<file path="config.mk">
export PLATFORM = sky130hd
export DESIGN_NAME = ad9265_adc_pack
export DESIGN_NICKNAME = d
export VERILOG_FILES = /design/src/rtl/ad9265_adc_pack_pkg.sv /design/src/rtl/ad9265_pack_fifo.sv /design/src/rtl/ad9265_adc_pack.sv
export SDC_FILE = /design/constraint.sdc
export NUM_CORES = 1
export LEC_CHECK = 0
export ABC_AREA = 0
export CORE_UTILIZATION = 55
export DETAILED_ROUTE_END_ITERATION = 8
export PLACE_DENSITY = 0.79
export REMOVE_ABC_BUFFERS = 1
export SLEW_MARGIN = 20
export SYNTH_ARGS = -nofsm -noshare
export SYNTH_HDL_FRONTEND = slang
export SYNTH_HIERARCHICAL = 1
export SYNTH_SLANG_ARGS = --single-unit
export TNS_END_PERCENT = 1
</file>
<file path="constraint.sdc">
create_clock -name adc_clk -period 6 [get_ports adc_clk]
set_input_delay 1.5 -clock adc_clk [delete_from_list [all_inputs] [get_ports adc_clk]]
set_output_delay 1.5 -clock adc_clk [all_outputs]
set_load 0.03 [all_outputs]
</file>
<file path="src/rtl/ad9265_adc_pack_pkg.sv">
// Shared constants for the AD9265 sample packer: four 16-bit samples per
// 64-bit DMA word, and the default FIFO depth exponent.
package ad9265_adc_pack_pkg;

    localparam int PACK_RATIO          = 4;
    localparam int SAMPLE_WIDTH        = 16;
    localparam int WORD_WIDTH          = 64;
    localparam int FIFO_ADDR_WIDTH_DEF = 3;

    typedef logic [1:0] pack_cnt_t;

endpackage

</file>
<file path="src/rtl/ad9265_pack_fifo.sv">
// First-word-fall-through FIFO for packed words. The head word is held in an
// output register that is loaded with the word that will be oldest after the
// current edge, so dma_data is a flop output. Storage is not reset.
module ad9265_pack_fifo #(
    parameter int AW = 3,
    parameter int DW = 64
) (
    input  logic          clk,
    input  logic          rstn,
    input  logic          push,
    input  logic [DW-1:0] din,
    input  logic          pop,
    output logic [DW-1:0] dout,
    output logic          valid,
    output logic          full,
    output logic          empty,
    output logic [AW:0]   level
);

    localparam int DEPTH = 1 << AW;
    localparam logic [AW:0] FULL_LVL = (AW+1)'(DEPTH);

    logic [DW-1:0] mem_r [0:DEPTH-1];
    logic [AW:0]   wr_r;
    logic [AW:0]   rd_r;
    logic [AW:0]   level_r;
    logic [DW-1:0] dout_r;

    logic          full_s;
    logic          empty_s;
    logic          push_ok_s;
    logic          pop_ok_s;
    logic [AW:0]   rd_next_s;
    logic [AW:0]   level_next_s;
    logic [DW-1:0] dout_next_s;

    assign full_s    = (level_r == FULL_LVL);
    assign empty_s   = (level_r == '0);
    assign pop_ok_s  = pop & ~empty_s;
    // A full FIFO still accepts a word when the head leaves on the same edge.
    assign push_ok_s = push & (~full_s | pop_ok_s);

    // Next read pointer, next level and the word that will be at the head.
    always_comb begin
        rd_next_s    = rd_r;
        level_next_s = level_r;
        dout_next_s  = dout_r;
        if (pop_ok_s) begin
            rd_next_s = rd_r + (AW+1)'(1);
        end else begin
            rd_next_s = rd_r;
        end
        case ({push_ok_s, pop_ok_s})
            2'b10:   level_next_s = level_r + (AW+1)'(1);
            2'b01:   level_next_s = level_r - (AW+1)'(1);
            default: level_next_s = level_r;
        endcase
        if (level_next_s == '0) begin
            dout_next_s = dout_r;
        end else if (push_ok_s && (wr_r == rd_next_s)) begin
            // The word being written now becomes the head (bypass).
            dout_next_s = din;
        end else begin
            dout_next_s = mem_r[rd_next_s[AW-1:0]];
        end
    end

    // Storage write; contents are deliberately left unreset.
    always_ff @(posedge clk) begin
        if (push_ok_s) begin
            mem_r[wr_r[AW-1:0]] <= din;
        end
    end

    // Pointers, level and registered head word.
    always_ff @(posedge clk or negedge rstn) begin
        if (!rstn) begin
            wr_r    <= '0;
            rd_r    <= '0;
            level_r <= '0;
            dout_r  <= '0;
        end else begin
            if (push_ok_s) begin
                wr_r <= wr_r + (AW+1)'(1);
            end
            rd_r    <= rd_next_s;
            level_r <= level_next_s;
            dout_r  <= dout_next_s;
        end
    end

    assign dout  = dout_r;
    assign valid = ~empty_s;
    assign full  = full_s;
    assign empty = empty_s;
    assign level = level_r;

endmodule

</file>
<file path="src/rtl/ad9265_adc_pack.sv">
// Packs four consecutive enabled samples into one 64-bit word (sample 0 in
// the low bits) and queues it for DMA. A word completed while the FIFO is
// full and not draining is dropped and flagged on adc_dovf for one cycle.
module ad9265_adc_pack
    import ad9265_adc_pack_pkg::*;
#(
    parameter int FIFO_ADDR_WIDTH = FIFO_ADDR_WIDTH_DEF
) (
    input  logic                       adc_clk,
    input  logic                       adc_rstn,
    input  logic                       adc_enable,
    input  logic                       adc_valid,
    input  logic [15:0]                adc_data,
    output logic                       adc_dovf,
    output logic                       dma_valid,
    input  logic                       dma_ready,
    output logic [63:0]                dma_data,
    output logic [FIFO_ADDR_WIDTH:0]   fifo_level
);

    localparam int PART_WIDTH = WORD_WIDTH - SAMPLE_WIDTH;

    pack_cnt_t               cnt_r;
    logic [PART_WIDTH-1:0]   pack_r;
    logic                    dovf_r;

    logic                    sample_s;
    logic                    push_s;
    logic                    pop_s;
    logic                    full_s;
    logic                    empty_s;
    logic                    ovf_s;
    logic [WORD_WIDTH-1:0]   word_s;

    assign sample_s = adc_valid & adc_enable;
    assign push_s   = sample_s & (cnt_r == 2'd3);
    // The fourth sample goes straight into the word, so no dead cycle.
    assign word_s   = {adc_data, pack_r};
    assign pop_s    = dma_valid & dma_ready;
    assign ovf_s    = push_s & full_s & ~pop_s;

    // Pack counter and partial-group register; disable discards the group.
    always_ff @(posedge adc_clk or negedge adc_rstn) begin
        if (!adc_rstn) begin
            cnt_r  <= 2'd0;
            pack_r <= '0;
        end else if (!adc_enable) begin
            cnt_r  <= 2'd0;
            pack_r <= '0;
        end else if (adc_valid) begin
            case (cnt_r)
                2'd0:    pack_r[15:0]  <= adc_data;
                2'd1:    pack_r[31:16] <= adc_data;
                2'd2:    pack_r[47:32] <= adc_data;
                default: pack_r        <= pack_r;
            endcase
            cnt_r <= cnt_r + 2'd1;
        end
    end

    // One-cycle overflow pulse per dropped word.
    always_ff @(posedge adc_clk or negedge adc_rstn) begin
        if (!adc_rstn) begin
            dovf_r <= 1'b0;
        end else begin
            dovf_r <= ovf_s;
        end
    end

    assign adc_dovf = dovf_r;

    ad9265_pack_fifo #(
        .AW (FIFO_ADDR_WIDTH),
        .DW (WORD_WIDTH)
    ) u_fifo (
        .clk   (adc_clk),
        .rstn  (adc_rstn),
        .push  (push_s),
        .din   (word_s),
        .pop   (pop_s),
        .dout  (dma_data),
        .valid (dma_valid),
        .full  (full_s),
        .empty (empty_s),
        .level (fifo_level)
    );

endmodule

</file>
==> flow_metrics.tcl, run 1 <==
set metrics [dict create \
    grt_pass1_vias 16589 \
    htreeDepth 2 \
    drt-initial-drc-count 1769 \
    fin_ws_ps 1168 \
    cp.arrival_ps 5240 \
    drtAntennaViolNets 0 \
    syn_avg_cell_area_sq_um 14.50 \
    rsz0062_at_grt "no" \
    cts_resized 0 \
    end_kind "flip-flop" \
    area_growth_syn_to_layout_pct 13.95 \
    dieArea_sq_mm 0.04762 \
    dp_slack_ps 648.1 \
    drive_gt1_frac 0.08036 \
    finalSetupTns_ps 0 \
    insertion_delay_ps 610 \
    via_per_inst 6.491 \
    ir_drop_mv 0.9321 \
    post-route-period-util 0.8053 \
    syn_area_sq_mm 0.02571 \
    swShare 0.3769 \
    leakagePower_nw 10.40 \
    port_buffers 90 \
    p_seq_frac 0.357 \
    fin_nets 1860 \
    clk_pin_slew_worst_paths_ps 60 \
    grt_overflow 0 \
    p_comb_frac 0.392 \
    grt_pass1_wl_microns 95790 \
    cts.sinks 639 \
    slew_violations 0 \
    cts_root_buffer "clkbuf_16" \
    ys.warnings.count 6 \
    tightest_slew_ps 1092 \
    hpwl_microns 29290 \
    wl_per_cell_microns 25.40 \
    ioPinCount 91 \
    startpoint_type "input pin" \
    core_sq_mm 0.04577 \
    p_per_area_mw_per_mm2 519.4 \
    crit_type "in2reg" \
    cts_buffer_depth 3 \
    min_period_ps 4832 \
    cap_violations 0 \
    crit_path_max_fanout 79 \
    power_mw 15.22 \
    finalWirelength_microns 62960 \
    rows 78 \
    setup_violations 0 \
    die_w_microns 218.2 \
    gp_congestion 0.8055 \
    grt_max_degree 141 \
    cts_made_buffers 59 \
    p_sw_mw 5.737 \
    cts_setup_buffers 0 \
    antenna_found_initial 0 \
    drc 0 \
    postCtsHoldBufs 0 \
    first_pass_iters 6 \
    slew_headroom 0.2722 \
    start_util 0.5618 \
    intPower_mw 9.483 \
    power.share.clock 0.251 \
    clock_skew_ps 9.644 \
    hp-class "reg2reg" \
    diodes 0 \
    status "finished clean" \
    cp.required_ps 6410 \
    worst_hold_slack_ps 540.3 \
    num_vias 16091 \
    timing_hold_violations_final 0 \
    tritoncts "done" \
    die_y_microns 218.2 \
    fmax_mhz 207.0 \
    grt_use_total 0.2688 \
    synthCells 1774 \
]
per-layer routing:
layer,GRT usage,share of wire,vias to the layer above,wire length [microns]
li1,-,-,6949,-
met1,0.3564,0.38,8111,24190
met2,0.4489,0.50,890,31170
met3,0.04245,0.093,141,5873
met4,0.1016,0.028,0,1733
met5,0,0,-,0
final timing paths:
path | endpoint | cells after the start | slack [ps] | startpoint
max in group asynchronous | u_fifo/dout[56]$_DFFE_PN0P_ | 2 | 4110 | adc_rstn
hold / removal | u_fifo/rd_r[3]$_DFF_PN0_ | 1 | 540 | u_fifo/rd_r[3]$_DFF_PN0_
hold reg to reg | u_fifo/rd_r[3]$_DFF_PN0_ | 1 | 540 | u_fifo/rd_r[3]$_DFF_PN0_
setup reg to reg | u_fifo/dout[42]$_DFFE_PN0P_ | 13 | 1350 | u_fifo/level[0]$_DFF_PN0_
setup / recovery | u_fifo/dout[42]$_DFFE_PN0P_ | 14 | 1170 | adc_valid
min in group asynchronous | u_fifo/dout[38]$_DFFE_PN0P_ | 1 | 800 | adc_rstn
cell type report:
| cell class | count | area (sq um) |
|---|---|---|
| sequential | 639 | 18550 |
| fill | 3129 | 16470 |
| multi-input combinational | 995 | 6640 |
| clock buffer | 88 | 1665 |
| timing repair buffer | 123 | 1333 |
| tap | 600 | 750.7 |
| clock inverter | 22 | 314.1 |
| inverter | 12 | 47.55 |
flip-flops by register name, summed over array words and instances, names as in the netlist:
name	count
u_fifo/wr_r	4
u_fifo/dout	64
adc_dovf	1
u_fifo/level	4
pack_r	48
cnt_r	2
u_fifo/mem_r	512
u_fifo/rd_r	4
worst max-delay path, stage by stage:
cell             delay [ps]
clkdlybuf4s50_1         390
buf_4                   200
and3_2                  300
nor2b_1                 220
nand2_1                 120
inv_1                   100
ha_1                    220
a211oi_1                420
o21ai_0                 160
and3_1                  210
or4_4                   590
buf_4                   430
nor2_1                  250
a31oi_1                  80
cells in the final DEF, fill, tap and decap left out, types with 3 or more instances in the layout:
cell and count:
a21oi_1 4, a31oi_1 64, a32oi_1 127, and2_1 3, buf_12 15, buf_4 18
bufinv_16 8, clkbuf_1 21, clkbuf_16 59, clkbuf_8 8, clkdlybuf4s50_1 88, clkinv_1 5
clkinv_2 6, dfrtp_1 127, edfxtp_1 512, ha_1 8, inv_1 11, mux2i_1 176
nand2_1 338, nand2_8 3, nand3_1 6, nand4_1 66, nor2_1 70, nor2_4 6
nor2b_1 3, nor3_1 3, o211ai_1 60, o211ai_2 5, o21ai_0 4, o21ai_4 3
or3_1 3, xnor2_1 5, xor2_1 6
stage by stage:
| step | cells | area, sq um | util |
|---|---|---|---|
| final | 2479 | 29300 | 0.6402 |
| after detailed placement | 2369 | 27320 | 0.5970 |
| after floorplan | 1646 | 25080 | - |
| after global routing | 2479 | 29300 | 0.6402 |
| after global placement | 2369 | 27320 | 0.5970 |
| after CTS | 2479 | 29300 | 0.6402 |
power by group through the flow:
stage	registers [mW]	clock network, mW	logic [mW]
4_1_cts	5.44	3.84	5.91
3_3_place_gp	5.52	0	5.69
5_1_grt	5.47	4.01	6.33
2_1_floorplan	5.85	0	4.07
3_5_place_dp	5.52	0	5.88
6_report	5.44	3.81	5.97
Note: power is estimated with default switching activity, not from simulation.
==> run 2: changes to the inputs <==
==> constraint.sdc (replaced) <==
create_clock -name adc_clk -period 4.4 [get_ports adc_clk]
set_input_delay 1.1 -clock adc_clk [delete_from_list [all_inputs] [get_ports adc_clk]]
set_output_delay 1.1 -clock adc_clk [all_outputs]
set_load 0.03 [all_outputs]
==> flow_metrics.tcl, run 2 (same netlist as run 1, synthesis figures left out) <==
set metrics [dict create \
    startpoint_type "flip-flop" \
    largest_register_ffs 512 \
    fmax_mhz 255.4 \
    status "finished clean" \
    grt_pass1_vias 16635 \
    hpwl_microns 30920 \
    worstPathCellList "or4_1, and2_1, nor2b_1, nand2_1, inv_1, ha_1, a211oi_1, o21ai_0, and3_1, or4_4, buf_12, nor2_1, a31oi_1" \
    drtAntennaViolNets 0 \
    diodes 0 \
    core_sq_mm 0.04577 \
    ioPinCount 91 \
    cts_setup_buffers 0 \
    cts_resized 0 \
    dieArea_sq_mm 0.04762 \
    cts_made_buffers 59 \
    power_mw 21.17 \
    drt-initial-drc-count 1690 \
    final_common_cell "edfxtp_1" \
    first_pass_iters 5 \
    slew_headroom 0.3406 \
    grt_use_total 0.2694 \
    tightest_slew_ps 984.3 \
    via_per_inst 6.544 \
    insertion_delay_ps 630 \
    cts_root_buffer "clkbuf_16" \
    grt_max_degree 98 \
    cts_buffer_depth 3 \
    fin_nets 1879 \
    clk_pin_slew_worst_paths_ps 60 \
    grt_pass1_wl_microns 96410 \
    die_w_microns 218.2 \
    crit_path_max_fanout 70 \
    postCtsHoldBufs 0 \
    finalWirelength_microns 63590 \
    p_per_area_mw_per_mm2 713.0 \
    end_kind "flip-flop" \
    leakagePower_nw 10.61 \
    antenna_found_initial 0 \
    grt_overflow 0 \
    cpMaxStageDelayCell "or4_4" \
    die_y_microns 218.2 \
    drive_gt1_frac 0.09526 \
    cp.arrival_ps 4400 \
    port_buffers 90 \
    cp.required_ps 4880 \
    start_util 0.5618 \
    num_vias 16361 \
    final_util 0.6486 \
    min_period_ps 3915 \
    htreeDepth 2 \
    slew_violations 0 \
    drc 0 \
    cap_violations 0 \
    finalSetupTns_ps 0 \
    gp_congestion 0.7964 \
    critPathMaxStageDelay_ps 580 \
    timing_hold_violations_final 0 \
    ir_drop_mv 0.6928 \
    area_growth_syn_to_layout_pct 15.45 \
    post-route-period-util 0.8897 \
    tritoncts "done" \
    clock_skew_ps 16.78 \
    final_cell_mix "edfxtp_1 (512), nand2_1 (338), mux2i_1 (176)" \
    crit_type "reg2reg" \
    rows 78 \
    hp-class "reg2reg" \
    wl_per_cell_microns 25.43 \
    cts.sinks 639 \
    setup_violations 0 \
    rsz0062_at_grt "no" \
]
run 2: changes by cell type in the layout (fill, tap and decap cells not counted), sizes merged:
cell / change
clkbuf: -2
bufinv: +1
clkinv: +1
buf: +19
inv: +2
run 2: final timing paths:
path	startpoint	endpoint	slack (ps)	cells past startpoint
setup / recovery	u_fifo/level[0]$_DFF_PN0_	u_fifo/dout[31]$_DFFE_PN0P_	490	13
hold / removal	u_fifo/dout[11]$_DFFE_PN0P_	u_fifo/dout[11]$_DFFE_PN0P_	550	2
setup reg to reg	u_fifo/level[0]$_DFF_PN0_	u_fifo/dout[31]$_DFFE_PN0P_	490	13
hold reg to reg	u_fifo/dout[11]$_DFFE_PN0P_	u_fifo/dout[11]$_DFFE_PN0P_	550	2
max in group asynchronous	adc_rstn	pack_r[32]$_DFFE_PN0P_	2940	2
min in group asynchronous	adc_rstn	pack_r[6]$_DFFE_PN0P_	590	1
run 2: per-stage QoR:
| step | cells | hold slack, ps | worst slack (ps) | instance area [sq um] |
|---|---|---|---|---|
| 4_1_cts | 2500 | 543.1 | 538.2 | 29690 |
| 6_report | 2500 | 548.6 | 485.1 | 29690 |
| 3_5_place_dp | 2388 | 531.1 | 49.52 | 27630 |
| 3_3_place_gp | 2388 | 521.2 | 183.1 | 27630 |
| 2_1_floorplan | 1646 | 499.9 | -10730 | 25080 |
| 5_1_grt | 2500 | 574.2 | 333.8 | 29690 |
run 2: where the power goes:
| part | switching, mW | internal, mW | leakage, nW |
|---|---|---|---|
| Sequential | 0.440 | 6.97 | 6.15 |
| Clock | 2.19 | 3.19 | 1.02 |
| Combinational | 5.32 | 3.06 | 3.45 |
| Total | 7.95 | 13.2 | 10.6 |
run 2: critical path: cells and delay by family (launching register included):
family                     cells  cell delay, ps
buffers and inverters          2             320
AOI/OAI and AO/OA              3             660
adders and majority gates      1             280
DFF                            1             490
and+or+nand+nor                7            1990
run 2: area by class of cell:
cell class / instances / area (sq um)
Clock buffer: 86 / 1688
Clock inverter: 26 / 371.6
Fill cell: 3062 / 16080
Inverter: 12 / 47.55
Multi-Input combinational cell: 995 / 6640
Sequential cell: 639 / 18550
Tap cell: 600 / 750.7
Timing Repair Buffer: 142 / 1638
run 2: routing by layer:
metal / up-vias / wire length (microns) / global-route usage
met5: - / 0 / 0
met4: 0 / 2024 / 0.1068
met3: 163 / 5995 / 0.04315
met2: 966 / 31590 / 0.4492
met1: 8240 / 23970 / 0.3551
li1: 6992 / - / -
